## src/rtl/hex_display_driver_pkg.sv

```systemverilog
// hex_display_driver_pkg
// Shared definitions for the hex display driver: FSM state encoding,
// active-low seven-segment constants (bit0=a .. bit6=g) and the default
// hold time between display updates.
package hex_display_driver_pkg;

    typedef enum logic [1:0] {
        ST_IDLE = 2'd0,
        ST_SCAN = 2'd1,
        ST_SHOW = 2'd2,
        ST_HOLD = 2'd3
    } state_t;

    localparam logic [6:0] SEG_BLANK = 7'h7F;
    localparam logic [6:0] SEG_MINUS = 7'b0111111;
    localparam logic [6:0] SEG_E     = 7'b0000110;

    // Digit table, entry n is the pattern for decimal digit n.
    localparam logic [9:0][6:0] SEG_DIGIT = {
        7'b0010000,  // 9
        7'b0000000,  // 8
        7'b1111000,  // 7
        7'b0000010,  // 6
        7'b0010010,  // 5
        7'b0011001,  // 4
        7'b0110000,  // 3
        7'b0100100,  // 2
        7'b1111001,  // 1
        7'b1000000   // 0
    };

    // 20 Hz at 50 MHz
    localparam int REFRESH_CYCLES_DEF = 2500000;

endpackage

```

## src/rtl/hex_display_driver_seg7_encode.sv

```systemverilog
// seg7_encode
// Combinational BCD nibble to active-low seven-segment pattern.
//   digit : 4-bit BCD value; anything above 9 shows 'E'
//   blank : 1 forces all segments dark
//   seg   : pattern, bit0=a .. bit6=g, active-low
module seg7_encode
    import hex_display_driver_pkg::*;
(
    input  logic [3:0] digit,
    input  logic       blank,
    output logic [6:0] seg
);

    always_comb begin
        seg = SEG_BLANK;
        if (!blank) begin
            if (digit > 4'd9) seg = SEG_E;
            else              seg = SEG_DIGIT[digit];
        end
    end

endmodule

```

## src/rtl/hex_display_driver.sv

```systemverilog
// hex_display_driver
// Captures five BCD digits plus a sign flag on a load handshake, scans the
// digits from most to least significant to suppress leading zeros, then
// updates six registered active-low HEX outputs at once and holds them for
// REFRESH_CYCLES before accepting the next value.
//   clk, reset         : clock (rising edge), async active-low reset
//   load / ready       : capture request; accepted when both high at an edge
//   d_one .. d_five    : BCD digits, units .. ten-thousands
//   sign_pos           : 1 = non-negative, 0 = show '-' on hex5
//   hex0 .. hex5       : segment outputs, hex0 = units, hex5 = sign
module hex_display_driver
    import hex_display_driver_pkg::*;
#(
    parameter int REFRESH_CYCLES = REFRESH_CYCLES_DEF,
    parameter bit BLANK_ZEROS    = 1'b1
) (
    input  logic       clk,
    input  logic       reset,
    input  logic       load,
    input  logic [3:0] d_one,
    input  logic [3:0] d_two,
    input  logic [3:0] d_three,
    input  logic [3:0] d_four,
    input  logic [3:0] d_five,
    input  logic       sign_pos,
    output logic       ready,
    output logic [6:0] hex0,
    output logic [6:0] hex1,
    output logic [6:0] hex2,
    output logic [6:0] hex3,
    output logic [6:0] hex4,
    output logic [6:0] hex5
);

    // 0 and 1 both collapse to a single hold cycle.
    localparam int HOLD_N = (REFRESH_CYCLES > 1) ? REFRESH_CYCLES : 1;
    localparam int CNT_W  = (HOLD_N > 1) ? $clog2(HOLD_N) : 1;
    localparam logic [CNT_W-1:0] HOLD_LOAD = CNT_W'(HOLD_N - 1);

    state_t            state, nxt;
    logic [5:1][3:0]   sh_dig;
    logic              sh_sign;
    logic              blank_q;
    logic [2:0]        idx;
    logic [3:0][6:0]   pat;      // scanned patterns, [3]=five .. [0]=two
    logic [CNT_W-1:0]  cnt;

    logic [3:0]        cur_dig;
    logic              enc_blank;
    logic [6:0]        enc_seg;

    always_comb begin
        case (idx)
            3'd5:    cur_dig = sh_dig[5];
            3'd4:    cur_dig = sh_dig[4];
            3'd3:    cur_dig = sh_dig[3];
            3'd2:    cur_dig = sh_dig[2];
            default: cur_dig = sh_dig[1];
        endcase
    end

    // Blanking only happens during SCAN; in SHOW the units digit is encoded
    // with blank forced low so a zero value still shows '0'.
    assign enc_blank = (state == ST_SCAN) && blank_q && (cur_dig == 4'd0);

    seg7_encode u_enc (
        .digit (cur_dig),
        .blank (enc_blank),
        .seg   (enc_seg)
    );

    always_ff @(posedge clk or negedge reset) begin
        if (!reset) state <= ST_IDLE;
        else        state <= nxt;
    end

    always_comb begin
        nxt   = state;
        ready = 1'b0;
        case (state)
            ST_IDLE: begin
                ready = 1'b1;
                if (load) nxt = ST_SCAN;
            end
            ST_SCAN: if (idx == 3'd2) nxt = ST_SHOW;
            ST_SHOW: nxt = ST_HOLD;
            ST_HOLD: if (cnt == '0) nxt = ST_IDLE;
            default: nxt = ST_IDLE;
        endcase
    end

    always_ff @(posedge clk or negedge reset) begin
        if (!reset) begin
            sh_dig  <= '0;
            sh_sign <= 1'b0;
            blank_q <= 1'b0;
            idx     <= '0;
            pat     <= '0;
            cnt     <= '0;
            hex0    <= SEG_BLANK;
            hex1    <= SEG_BLANK;
            hex2    <= SEG_BLANK;
            hex3    <= SEG_BLANK;
            hex4    <= SEG_BLANK;
            hex5    <= SEG_BLANK;
        end else begin
            case (state)
                ST_IDLE: if (load) begin
                    sh_dig  <= {d_five, d_four, d_three, d_two, d_one};
                    sh_sign <= sign_pos;
                    blank_q <= BLANK_ZEROS;
                    idx     <= 3'd5;
                end
                ST_SCAN: begin
                    // First non-blank digit ends suppression for good, so
                    // interior zeros stay lit.
                    pat <= {pat[2:0], enc_seg};
                    if (!enc_blank) blank_q <= 1'b0;
                    idx <= idx - 3'd1;
                end
                ST_SHOW: begin
                    hex4 <= pat[3];
                    hex3 <= pat[2];
                    hex2 <= pat[1];
                    hex1 <= pat[0];
                    hex0 <= enc_seg;
                    hex5 <= sh_sign ? SEG_BLANK : SEG_MINUS;
                    cnt  <= HOLD_LOAD;
                end
                ST_HOLD: if (cnt != '0) cnt <= cnt - 1'b1;
                default: ;
            endcase
        end
    end

endmodule

```

## config.mk

```make
export PLATFORM = sky130hd
export DESIGN_NAME = hex_display_driver
export DESIGN_NICKNAME = d
export VERILOG_FILES = /design/src/rtl/hex_display_driver_pkg.sv /design/src/rtl/hex_display_driver_seg7_encode.sv /design/src/rtl/hex_display_driver.sv
export SDC_FILE = /design/constraint.sdc
export NUM_CORES = 1
export LEC_CHECK = 0
export ABC_CLOCK_PERIOD_IN_PS = 2750
export BUFFER_PORTS_ARGS = -buffer_cell sky130_fd_sc_hd__buf_2
export CAP_MARGIN = 10
export CORE_ASPECT_RATIO = 1.5
export CORE_MARGIN = 10
export CORE_UTILIZATION = 55
export CTS_BUF_LIST = sky130_fd_sc_hd__clkbuf_4 sky130_fd_sc_hd__clkbuf_8 sky130_fd_sc_hd__clkbuf_16
export DETAILED_ROUTE_END_ITERATION = 8
export GPL_ROUTABILITY_DRIVEN = 0
export GPL_TIMING_DRIVEN = 0
export PLACE_DENSITY = 0.74
export SLEW_MARGIN = 10
export SYNTH_ARGS = -nofsm -noshare
export SYNTH_HDL_FRONTEND = slang
export SYNTH_SLANG_ARGS = --single-unit
```

## constraint.sdc

```tcl
create_clock -name clk -period 2.75 [get_ports clk]
set_input_delay 0.275 -clock clk [delete_from_list [all_inputs] [get_ports clk]]
set_output_delay 0.275 -clock clk [all_outputs]
set_load 0.02 [all_outputs]
```

==> results of run 1 <==
-- stage by stage --
step | std cells | cell area (µm²) | power (µW) | util
floorplan | 426 | 5290 | 1710 | -
global placement | 598 | 5730 | 1750 | 0.616
detailed placement | 599 | 5770 | 1760 | 0.619
CTS | 632 | 6460 | 4060 | 0.694
global route | 632 | 6510 | 4160 | 0.699
finish | 632 | 6510 | 4030 | 0.699
-- power by group --
part           switching (µW)  total, µW  internal [µW]
Combinational            44.2       67.5           23.3
Sequential                  0       1670           1670
Clock                     732       2300           1560
Total                     776       4030           3250
-- Yosys cell counts (6+ instances only) --
library cell               instances
sky130_fd_sc_hd__buf_4             6
sky130_fd_sc_hd__mux2_2           75
sky130_fd_sc_hd__ha_1             17
sky130_fd_sc_hd__dfrtp_1          77
sky130_fd_sc_hd__nor3_1            7
sky130_fd_sc_hd__clkbuf_1         11
sky130_fd_sc_hd__inv_1            14
sky130_fd_sc_hd__a221oi_1          6
sky130_fd_sc_hd__nand3_1           9
sky130_fd_sc_hd__o21ai_0          14
sky130_fd_sc_hd__nand2_1          20
sky130_fd_sc_hd__a21oi_1          12
sky130_fd_sc_hd__nor2_1           16
sky130_fd_sc_hd__xor2_1            7
sky130_fd_sc_hd__dfstp_2          36
-- what timing repair did --
action / in CTS / in global routing
pin swaps: 0 / 1
endpoints found under the hold margin: 22 / 0
hold buffers: 1 / 0
gates resized for setup: 11 / 13
setup buffers: 0 / 0
endpoints found under the setup margin: 8 / 12
-- path summary, 6_finish.rpt --
path | from | endpoint | slack [ps] | cells after the start
min reg2reg | cnt[5]$_DFFE_PN0P_ | cnt[5]$_DFFE_PN0P_ | 480 | 1
max reg2reg | idx[0]$_DFFE_PN0P_ | pat[5]$_DFFE_PN0P_ | 120 | 11
max | idx[0]$_DFFE_PN0P_ | pat[5]$_DFFE_PN0P_ | 120 | 11
min in group asynchronous | reset | cnt[17]$_DFFE_PN0P_ | 290 | 2
min | d_four[0] | sh_dig[12]$_DFFE_PN0P_ | 100 | 2
max in group asynchronous | reset | hex2[5]$_DFFE_PN1P_ | 1740 | 3
-- layout by cell type (no fill, tap or decap), types with 5 or more instances in the layout --
cell type / count
sky130_fd_sc_hd__clkbuf_8: 5
sky130_fd_sc_hd__dfstp_2: 36
sky130_fd_sc_hd__o21ai_0: 14
sky130_fd_sc_hd__nor2_1: 16
sky130_fd_sc_hd__buf_4: 6
sky130_fd_sc_hd__ha_1: 12
sky130_fd_sc_hd__nand3_1: 9
sky130_fd_sc_hd__conb_1: 6
sky130_fd_sc_hd__xor2_1: 7
sky130_fd_sc_hd__dfrtp_1: 75
sky130_fd_sc_hd__a22oi_1: 5
sky130_fd_sc_hd__or3_1: 5
sky130_fd_sc_hd__nor3_1: 5
sky130_fd_sc_hd__nand2_1: 20
sky130_fd_sc_hd__clkbuf_1: 11
sky130_fd_sc_hd__buf_2: 60
sky130_fd_sc_hd__inv_1: 10
sky130_fd_sc_hd__a21oi_1: 12
sky130_fd_sc_hd__mux2_2: 75
sky130_fd_sc_hd__clkbuf_16: 17
sky130_fd_sc_hd__xnor2_1: 5
-- routing by layer --
layer | track usage | wire, µm | part of all wire
met1 | 0.185 | 4490 | 0.40
met2 | 0.290 | 6140 | 0.54
met3 | 0.0532 | 499 | 0.044
met4 | 0.0674 | 171 | 0.015
met5 | 0 | 0 | 0
-- critical path: cells and delay by family (launching register included) --
kind            cells  cell delay [ps]
flops               1              450
mux                 1              210
buf+inv             2              250
simple gates        4              670
fa+ha+maj           2              400
compound gates      2              580
-- cell families (layout without fill, tap and decap cells) --
family / after synthesis / in the layout / synth area share
DFF: 113 / 113 / 0.545
and+or+nand+nor: 94 / 94 / 0.105
muxes: 76 / 76 / 0.162
AOI/OAI and AO/OA: 70 / 70 / 0.0926
buffers and inverters: 38 / 132 / 0.0344
adders and majority gates: 17 / 17 / 0.0403
xor gates and xnor gates: 12 / 12 / 0.0199
other: 1 / 6 / 0.000711
-- flip-flops by register name, indices dropped and copies added (netlist names) --
signal	flops
hex0	7
idx	3
hex2	7
hex4	7
state	2
sh_dig	20
hex5	1
hex1	7
sh_sign	1
hex3	7
cnt	22
blank_q	1
pat	28
-- area by class of cell --
type | count | area [µm²]
tap | 112 | 140
clock inverter | 8 | 126
inverter | 14 | 52.6
sequential | 113 | 2880
clock buffer | 24 | 509
fill | 665 | 2800
multi-input combinational | 275 | 2330
timing repair buffer | 62 | 344
buffer | 24 | 129
==> out/summary.md, run 1 <==
• 0 — final hold violations
• 2970 ps — Arrival @ worst endpoint
• sky130_fd_sc_hd__dfrtp_1 — predominant post-synthesis flop cell
• 4 — 1st-pass router iterations
• 0.565 — Max transition margin
• 0 — Setup Viol. Count Final
• 23.4% — signed area change from the synthesized netlist to the final layout
• 12.5 µm² — syn_area_per_cell
• 120 ps — setup ws final
• 0.168 — gr usage total
• 113 — CTS sink count
• inv_2 -> ha_4 -> nor3b_2 -> or2_2 -> a21o_1 -> inv_2 -> ha_2 -> and3_4 -> nor3_4 -> a221oi_2 -> mux2_2 — cells along the critical path
• 50 ps — clock input transition at the sequential cells of the worst setup and hold paths
• 2630 ps — fin crit period
• 63 — library cells used by synthesis
• 0 — yosys warns
• completed — result of the run
• 0.477 — share of cells above drive strength 1
• 0 — global-route congestion overflow total
• sky130_fd_sc_hd__clkbuf_16 — CTS root buf
• register to register — Setup CP Type
• 5 — CP max FO
• 19.0 mm — global-route wire length before repair
• 113 — flip-flop and latch count after synthesis
• register — sort of element at the end of the critical path
• 67 — IO Count
• 5270 µm² — Synth Cell Area
• 0.957 — share of the clock period used by the worst path after layout
• 125 — DR iter-0 viols
• sky130_fd_sc_hd__dfrtp_1 — library cell with the largest summed area after synthesis
• 0.550 mV — worst vdd ir
• 450 ps — Critical Path Max Stage Delay
• 380 MHz — Fmax achieved
• 620 nW/µm² — Cell Pwr Density
• 0.545 — proportion of synthesized chip area in sequential cells
• 548 — Post-layout nets
• 11.3 mm — sum of routed wire length over all layers
• 7.92 mm — post-detailed-placement half-perimeter wirelength
• false — RSZ-0062 raised after global routing
• 0 — max-slew violation count
• 421 — gate count of the mapped netlist
• 3090 ps — critical path data required time
• 0 — DRC violation count after routing
• 1.00 — Async SR Flop Fraction
• sky130_fd_sc_hd__dfrtp_1 (37%), sky130_fd_sc_hd__dfstp_2 (18%), sky130_fd_sc_hd__mux2_2 (16%) — biggest area contributors in the synthesized netlist
• 3,849 — number of global-route vias before repair
• 0.566 — starting density of the core
• -191 ps — post-placement worst setup slack
• sky130_fd_sc_hd__dfrtp_2 — cell with the largest stage delay on the worst path
• 99.9 µm — die outline width
• 43 — Site Rows
• 0.00300 µW — cell leakage power
• 4 — H-tree levels
• 3,610 — via count of the routed design
• done — clock tree from TritonCTS
• sky130_fd_sc_hd__inv_2 — Most common cell on crit path
• 0 ps — setup total negative slack
• 60 — IO Port Bufs
• register — CP startpoint kind
• 2 — buffers from clock root to sink, at most
• input port to register — path type of the worst min-delay path
• 101 ps — final-layout worst hold slack
• 0 — initial antenna violation count
• 0.365 — Yosys top cell area share
• 6.30 ps — post-route clock skew
• 14,000 µm² — die area
• 17.9 µm — post-detailed-route wirelength per cell
• 410 ps — clock latency on the worst-skew pair
• 652 ps — Least-Margin Pin Slew
• 17 — number of buffers inserted during clock tree synthesis
• 0 — Antenna Violating Nets Remaining
• 5.71 — ratio of routed vias to standard cells
• 0 — number of antenna diodes
• 0 — max-cap check violation count
• 140 µm — floorplan die height
• 0 — number of flops mapped to enable cells by yosys
• 9310 µm² — placeable core region
• 92 — maximum number of pins on one net before global-route repair
(Power assumes the default switching activity.)
==> run 2: changes to the inputs <==
--- a/config.mk
+++ b/config.mk
@@ -16,6 +16,7 @@
 export GPL_ROUTABILITY_DRIVEN = 0
 export GPL_TIMING_DRIVEN = 0
 export PLACE_DENSITY = 0.74
+export REMOVE_ABC_BUFFERS = 1
 export SLEW_MARGIN = 10
 export SYNTH_ARGS = -nofsm -noshare
 export SYNTH_HDL_FRONTEND = slang
==> out/summary.md, run 2 (synthesis results as in run 1) <==
• completed — result of the run, unchanged
• sky130_fd_sc_hd__dfrtp_2 — cell with the largest stage delay on the worst path, unchanged
• 6 — CP max FO, was 5
• idx[0]$_DFFE_PN0P_ — first element of the critical path, unchanged
• 0.155 — gr usage total, was 0.168
• 0 — Antenna Violating Nets Remaining, unchanged
• 113 — CTS sink count, unchanged
• 140 µm — floorplan die height, unchanged
• 0 — final hold violations, unchanged
• 0.00299 µW — cell leakage power, was 0.00300 µW
• 144 — DR iter-0 viols, was 125
• 17.6 mm — global-route wire length before repair, was 19.0 mm
• register to register — Setup CP Type, unchanged
• 160 ps — register-to-register path setup slack, was 120 ps
• 860 ps — Least-Margin Pin Slew, was 652 ps
• 43 — Site Rows, unchanged
• 3,684 — number of global-route vias before repair, was 3,849
• sky130_fd_sc_hd__mux2_2 (75), sky130_fd_sc_hd__dfrtp_1 (75), sky130_fd_sc_hd__buf_2 (59) — most used cells in the layout excluding fill and tap cells, was sky130_fd_sc_hd__mux2_2 (75), sky130_fd_sc_hd__dfrtp_1 (75), sky130_fd_sc_hd__buf_2 (60)
• 64 — maximum number of pins on one net before global-route repair, was 92
• 4260 µW — Total Power, was 4030 µW
• inv_2 -> ha_4 -> nor3_4 -> or2_2 -> a21o_1 -> inv_1 -> ha_1 -> and3_4 -> nor3_4 -> a221oi_2 -> mux2_2 — cells along the critical path, was inv_2 -> ha_4 -> nor3b_2 -> or2_2 -> a21o_1 -> inv_2 -> ha_2 -> and3_4 -> nor3_4 -> a221oi_2 -> mux2_2
• 0 — max-cap check violation count, unchanged
• 28 — flip-flop count of the largest register, all copies and words added, unchanged
• 2930 ps — Arrival @ worst endpoint, was 2970 ps
• 9310 µm² — placeable core region, unchanged
• 3100 ps — critical path data required time, was 3090 ps
• 3,478 — via count of the routed design, was 3,610
• 2 — buffers from clock root to sink, at most, unchanged
• 22.9% — signed area change from the synthesized netlist to the final layout, was 23.4%
• register — CP startpoint kind, unchanged
• 0.696 — post-route core utilization, was 0.699
• 450 ps — Critical Path Max Stage Delay, about the same
• 162 ps — setup ws final, was 120 ps
• 10.4 mm — sum of routed wire length over all layers, was 11.3 mm
• pat — register with the highest flop count, unchanged
• input port to register — path type of the worst min-delay path, unchanged
• 410 ps — clock latency on the worst-skew pair, about the same
• 0 — number of antenna diodes, unchanged
• 14,000 µm² — die area, unchanged
• 7.29 mm — post-detailed-placement half-perimeter wirelength, was 7.92 mm
• 0 — initial antenna violation count, unchanged
• 4 — 1st-pass router iterations, unchanged
• 610 — final non-filler cell total, was 632
• 0 — global-route congestion overflow total, unchanged
• 0 — max-slew violation count, unchanged
• 638 — fillcell total, was 665
• 0 — Setup Viol. Count Final, unchanged
• done — clock tree from TritonCTS, unchanged
• 0.427 — Max transition margin, was 0.565
• 0.941 — share of the clock period used by the worst path after layout, was 0.957
• register — sort of element at the end of the critical path, unchanged
• 99.9 µm — die outline width, unchanged
• 17 — number of buffers inserted during clock tree synthesis, unchanged
• sky130_fd_sc_hd__clkbuf_16 — CTS root buf, unchanged
• 0.483 mV — worst vdd ir, was 0.550 mV
• 5.70 — ratio of routed vias to standard cells, was 5.71
• 11 — number of cells on the worst reg-to-reg path, unchanged
• 526 — Post-layout nets, was 548
• idx[0]$_DFFE_PN0P_ — origin of the critical flop-to-flop path, unchanged
• d_five[3] — start point of the worst hold path, was d_four[0]
• 60 — IO Port Bufs, unchanged
• 0 — DRC violation count after routing, unchanged
• 6.73 ps — post-route clock skew, was 6.30 ps
• 576 — number of cells after detailed placement, was 599
• 67 — IO Count, unchanged
• pat[6]$_DFFE_PN0P_ — capturing point of the worst reg2reg path, was pat[5]$_DFFE_PN0P_
• 0.566 — starting density of the core, unchanged
• -196 ps — post-placement worst setup slack, was -191 ps
• 386 MHz — Fmax achieved, was 380 MHz
• sky130_fd_sc_hd__nor3_4 — Most common cell on crit path, was sky130_fd_sc_hd__inv_2
• 4 — H-tree levels, unchanged
• pat x28, cnt x22, sh_dig x20 — registers with the most flip-flops, unchanged
• 2590 ps — fin crit period, was 2630 ps
• 0 ps — setup total negative slack, unchanged
• 50 ps — clock input transition at the sequential cells of the worst setup and hold paths, about the same
• 0.486 — share of cells above drive strength 1, was 0.477
• pat[6]$_DFFE_PN0P_ — Critical path destination, was pat[5]$_DFFE_PN0P_
• 17.1 µm — post-detailed-route wirelength per cell, was 17.9 µm
• 658 nW/µm² — Cell Pwr Density, was 620 nW/µm²
## run 2: changes by cell type in the layout (fill, tap and decap cells not counted), moves of 3 or more
| cell | change |
|---|---|
| sky130_fd_sc_hd__buf_4 | -5 |
| sky130_fd_sc_hd__bufinv_16 | +3 |
| sky130_fd_sc_hd__ha_1 | -3 |
| sky130_fd_sc_hd__ha_2 | +3 |
| sky130_fd_sc_hd__clkbuf_1 | -11 |
| sky130_fd_sc_hd__buf_1 | -4 |
## run 2: how the worst min path moves through the flow
stage	to	depth (start not counted)	slack [ps]
floorplan	blank_q$_DFFE_PN0P_	0	-20
global placement	cnt[5]$_DFFE_PN0P_	1	470
detailed placement	cnt[9]$_DFFE_PN0P_	1	250
CTS	sh_dig[19]$_DFFE_PN0P_	2	80
global route	sh_dig[10]$_DFFE_PN0P_	2	90
finish	sh_dig[19]$_DFFE_PN0P_	2	90
## run 2: critical path, delay by kind of cell, from the launching register on
family	cells	cell delay, ps
AOI/OAI and AO/OA	2	510
adders and majority gates	2	420
buffers and inverters	2	280
DFF	1	450
muxes	1	190
and+or+nand+nor	4	670
## run 2: per-stage QoR
| stage | cell area, µm² | hold slack, ps |
|---|---|---|
| 2_1_floorplan | 5160 | -20.6 |
| 3_3_place_gp | 5600 | 470 |
| 3_5_place_dp | 5660 | 255 |
| 4_1_cts | 6400 | 81.0 |
| 5_1_grt | 6480 | 94.0 |
| 6_report | 6480 | 94.5 |
## run 2: layout make-up
| type | instances | area (µm²) | area share |
|---|---|---|---|
| Sequential cell | 113 | 2880 | 0.444 |
| Multi-Input combinational cell | 275 | 2340 | 0.362 |
| Clock buffer | 23 | 495 | 0.0765 |
| Timing Repair Buffer | 64 | 372 | 0.0574 |
| Clock inverter | 9 | 200 | 0.0309 |
| Tap cell | 112 | 140 | 0.0216 |
| Inverter | 14 | 52.6 | 0.00811 |
## run 2: power by group
part / internal (µW) / switching (µW) / leakage [µW]
Clock: 1810 / 724 / 0.000336
Combinational: 17.6 / 42.3 / 0.00128
Sequential: 1670 / 0 / 0.00137
Total: 3500 / 766 / 0.00299
## run 2: what timing repair did
action,4_1_cts,5_1_grt
setup endpoints to repair,8,10
hold endpoints to repair,42,0
hold buffers,1,0
gates resized for setup,8,16
pin swaps,0,1
setup buffers,0,1
## run 2: per-layer routing
metal,routed length (µm),GRT usage,vias up,part of all wire
li1,-,-,1642,-
met1,4160,0.170,1727,0.40
met2,5510,0.259,83,0.53
met3,499,0.0502,26,0.048
met4,274,0.0795,0,0.026
met5,0,0,-,0
==> run 3: changes to the inputs <==
--- a/config.mk
+++ b/config.mk
@@ -9,13 +9,14 @@
 export BUFFER_PORTS_ARGS = -buffer_cell sky130_fd_sc_hd__buf_2
 export CAP_MARGIN = 10
 export CORE_ASPECT_RATIO = 1.5
-export CORE_MARGIN = 10
+export CORE_MARGIN = 2
 export CORE_UTILIZATION = 55
 export CTS_BUF_LIST = sky130_fd_sc_hd__clkbuf_4 sky130_fd_sc_hd__clkbuf_8 sky130_fd_sc_hd__clkbuf_16
 export DETAILED_ROUTE_END_ITERATION = 8
 export GPL_ROUTABILITY_DRIVEN = 0
 export GPL_TIMING_DRIVEN = 0
 export PLACE_DENSITY = 0.74
+export RECOVER_POWER = 100
 export REMOVE_ABC_BUFFERS = 1
 export SLEW_MARGIN = 10
 export SYNTH_ARGS = -nofsm -noshare
==> out/summary.md, run 3 (synthesis results as in run 1) <==
• completed — result of the run, unchanged
• 0 — Setup Viol. Count Final, unchanged
• simple AND/OR/NAND/NOR gates — cell family with the largest share of critical-path delay, unchanged
• register to register — Setup CP Type, unchanged
• sky130_fd_sc_hd__dfrtp_1 (76), sky130_fd_sc_hd__mux2_2 (74), sky130_fd_sc_hd__clkbuf_1 (37) — most used cells in the layout excluding fill and tap cells, was sky130_fd_sc_hd__mux2_2 (75), sky130_fd_sc_hd__dfrtp_1 (75), sky130_fd_sc_hd__buf_2 (59)
• 50 ps — clock input transition at the sequential cells of the worst setup and hold paths, about the same
• inv_2 -> ha_4 -> nor3_4 -> or2_2 -> a21o_4 -> inv_1 -> ha_2 -> and3_4 -> nor3_4 -> a221oi_2 -> mux2_2 — cells along the critical path, was inv_2 -> ha_4 -> nor3_4 -> or2_2 -> a21o_1 -> inv_1 -> ha_1 -> and3_4 -> nor3_4 -> a221oi_2 -> mux2_2
• 1130 ps — Least-Margin Pin Slew, was 860 ps
• 3110 ps — critical path data required time, was 3100 ps
• 0 — max-cap check violation count, unchanged
• 43 — Site Rows, unchanged
• 11 — number of cells on the worst reg-to-reg path, unchanged
• 0 — initial antenna violation count, unchanged
• sky130_fd_sc_hd__clkbuf_16 — CTS root buf, unchanged
• 3,570 — number of global-route vias before repair, was 3,684
• 10.2 mm — sum of routed wire length over all layers, was 10.4 mm
• 2 — buffers and inverters on the worst path, unchanged
• 19.2% — signed area change from the synthesized netlist to the final layout, was 22.9%
• d_three[3] — start point of the worst hold path, was d_five[3]
• 17 — number of buffers inserted during clock tree synthesis, unchanged
• 3,471 — via count of the routed design, was 3,478
• 4 — 1st-pass router iterations, unchanged
• 2 — buffers from clock root to sink, at most, unchanged
• sky130_fd_sc_hd__nor3_4 — Most common cell on crit path, unchanged
• 110 ps — register-to-register path setup slack, was 160 ps
• 0.500 mV — worst vdd ir, was 0.483 mV
• 67 — maximum number of pins on one net before global-route repair, was 64
• sky130_fd_sc_hd__dfrtp_1 — most common library cell in the layout ignoring fill and taps
• 9310 µm² — placeable core region, unchanged
• 4 — H-tree levels, unchanged
• 83.9 µm — die outline width, was 99.9 µm
• 410 ps — clock latency on the worst-skew pair, about the same
• done — clock tree from TritonCTS, unchanged
• 0 — Antenna Violating Nets Remaining, unchanged
• 3970 µW — Total Power, was 4260 µW
• register — sort of element at the end of the critical path, unchanged
• 0.212 — gr usage total, was 0.155
• 0.247 — Max transition margin, was 0.427
• 0.959 — share of the clock period used by the worst path after layout, was 0.941
• pat — register with the highest flop count, unchanged
• 2990 ps — Arrival @ worst endpoint, was 2930 ps
• 0.00276 µW — cell leakage power, was 0.00299 µW
• 2640 ps — fin crit period, was 2590 ps
• 0 ps — setup total negative slack, unchanged
• 10,400 µm² — die area, was 14,000 µm²
• pat x28, cnt x22, sh_dig x20 — registers with the most flip-flops, unchanged
• 0 — max-slew violation count, unchanged
• 0 — setup bufs post-CTS, unchanged
• register — CP startpoint kind, unchanged
• idx[0]$_DFFE_PN0P_ — origin of the critical flop-to-flop path, unchanged
• 0 — global-route congestion overflow total, unchanged
• 113 — CTS sink count, unchanged
• 28 — flip-flop count of the largest register, all copies and words added, unchanged
• 0 — DRC violation count after routing, unchanged
• 525 — Post-layout nets, was 526
• 6 — CP max FO, unchanged
• 450 ps — Critical Path Max Stage Delay, about the same
• -213 ps — post-placement worst setup slack, was -196 ps
• 60 — IO Port Bufs, unchanged
• 124 µm — floorplan die height, was 140 µm
• 0.566 — starting density of the core, unchanged
• 0.398 — share of cells above drive strength 1, was 0.486
• sky130_fd_sc_hd__dfrtp_2 — cell with the largest stage delay on the worst path, unchanged
• input port to register — path type of the worst min-delay path, unchanged
• 112 ps — setup ws final, was 162 ps
• 632 nW/µm² — Cell Pwr Density, was 658 nW/µm²
• 379 MHz — Fmax achieved, was 386 MHz
• 4.51 ps — post-route clock skew, was 6.73 ps
• hex0[5]$_DFFE_PN1P_ — capturing point of the worst reg2reg path, was pat[6]$_DFFE_PN0P_
• 0 — number of antenna diodes, unchanged
• 16.7 µm — post-detailed-route wirelength per cell, was 17.1 µm
• sh_dig[11]$_DFFE_PN0P_ — Hold EP, was sh_dig[19]$_DFFE_PN0P_
• 2 — count of cells along the worst hold path, unchanged
• 17.3 mm — global-route wire length before repair, was 17.6 mm
• 6.72 mm — post-detailed-placement half-perimeter wirelength, was 7.29 mm
• 145 — DR iter-0 viols, was 144
• 67 — IO Count, unchanged
• 0 — final hold violations, unchanged
• 5.70 — ratio of routed vias to standard cells, about the same
[run 3: changes by cell type in the layout (fill, tap and decap cells not counted), moves of 2 or more]
cell	change
sky130_fd_sc_hd__clkinvlp_4	+2
sky130_fd_sc_hd__clkbuf_1	+37
sky130_fd_sc_hd__bufinv_16	-3
sky130_fd_sc_hd__nor3_1	+3
sky130_fd_sc_hd__clkbuf_4	+2
sky130_fd_sc_hd__buf_2	-37
sky130_fd_sc_hd__nor3_2	-2
[run 3: power breakdown]
part           leakage [µW]  switching (µW)  total, µW  internal [µW]
clock              0.000296             730       2250           1520
sequential          0.00137               0       1670           1670
combinational       0.00109            41.5       54.9           13.4
[run 3: final cells by class]
class,count,area [µm²]
repair buffers,63,292
flip-flops and latches,113,2870
clock buffers,23,489
fillers,708,3020
well taps,112,140
inverters,14,52.6
multi-input cells,275,2310
clock inverters,9,130
[run 3: worst reg2reg max path: stages, from the launching register on]
cell	delay [ps]
sky130_fd_sc_hd__dfrtp_2	450
sky130_fd_sc_hd__inv_2	150
sky130_fd_sc_hd__ha_4	210
sky130_fd_sc_hd__nor3_4	70
sky130_fd_sc_hd__or2_2	320
sky130_fd_sc_hd__a21o_4	250
sky130_fd_sc_hd__inv_1	110
sky130_fd_sc_hd__ha_2	210
sky130_fd_sc_hd__and3_4	230
sky130_fd_sc_hd__nor3_4	60
sky130_fd_sc_hd__a221oi_2	320
sky130_fd_sc_hd__mux2_2	210
[run 3: timing repair]
action	CTS	global route
cloned	0	0
hold endpoints to repair	40	0
endpoints found under the setup margin	8	12
pin swaps	0	1
resized for setup	10	17
hold buffers	1	0
[run 3: routing by layer]
layer	global-route usage	part of all wire	routed length (µm)
met1	0.249	0.40	4040
met2	0.369	0.54	5480
met3	0.0563	0.037	376
met4	0.0917	0.024	248
met5	0	0	0
[run 3: worst max path at each step]
stage	start	to	slack [ps]	depth (start not counted)
4_1_cts	idx[0]$_DFFE_PN0P_	pat[6]$_DFFE_PN0P_	20	11
3_3_place_gp	state[0]$_DFFE_PN0P_	cnt[15]$_DFFE_PN0P_	-570	5
3_5_place_dp	idx[0]$_DFFE_PN0P_	pat[6]$_DFFE_PN0P_	-210	11
6_report	idx[0]$_DFFE_PN0P_	hex0[5]$_DFFE_PN1P_	110	11
5_1_grt	idx[0]$_DFFE_PN0P_	hex0[5]$_DFFE_PN1P_	-30	11
2_1_floorplan	idx[0]$_DFFE_PN0P_	pat[5]$_DFFE_PN0P_	300	11
[run 3: through the flow]
| step | hold WS, ps | utilization | instances | area (µm²) |
|---|---|---|---|---|
| after floorplan | -20.6 | - | 402 | 5160 |
| after global placement | 471 | 0.602 | 574 | 5600 |
| after detailed placement | 235 | 0.608 | 576 | 5660 |
| after CTS | 86.7 | 0.681 | 609 | 6340 |
| after global routing | 88.8 | 0.675 | 609 | 6280 |
| final | 94.9 | 0.675 | 609 | 6280 |
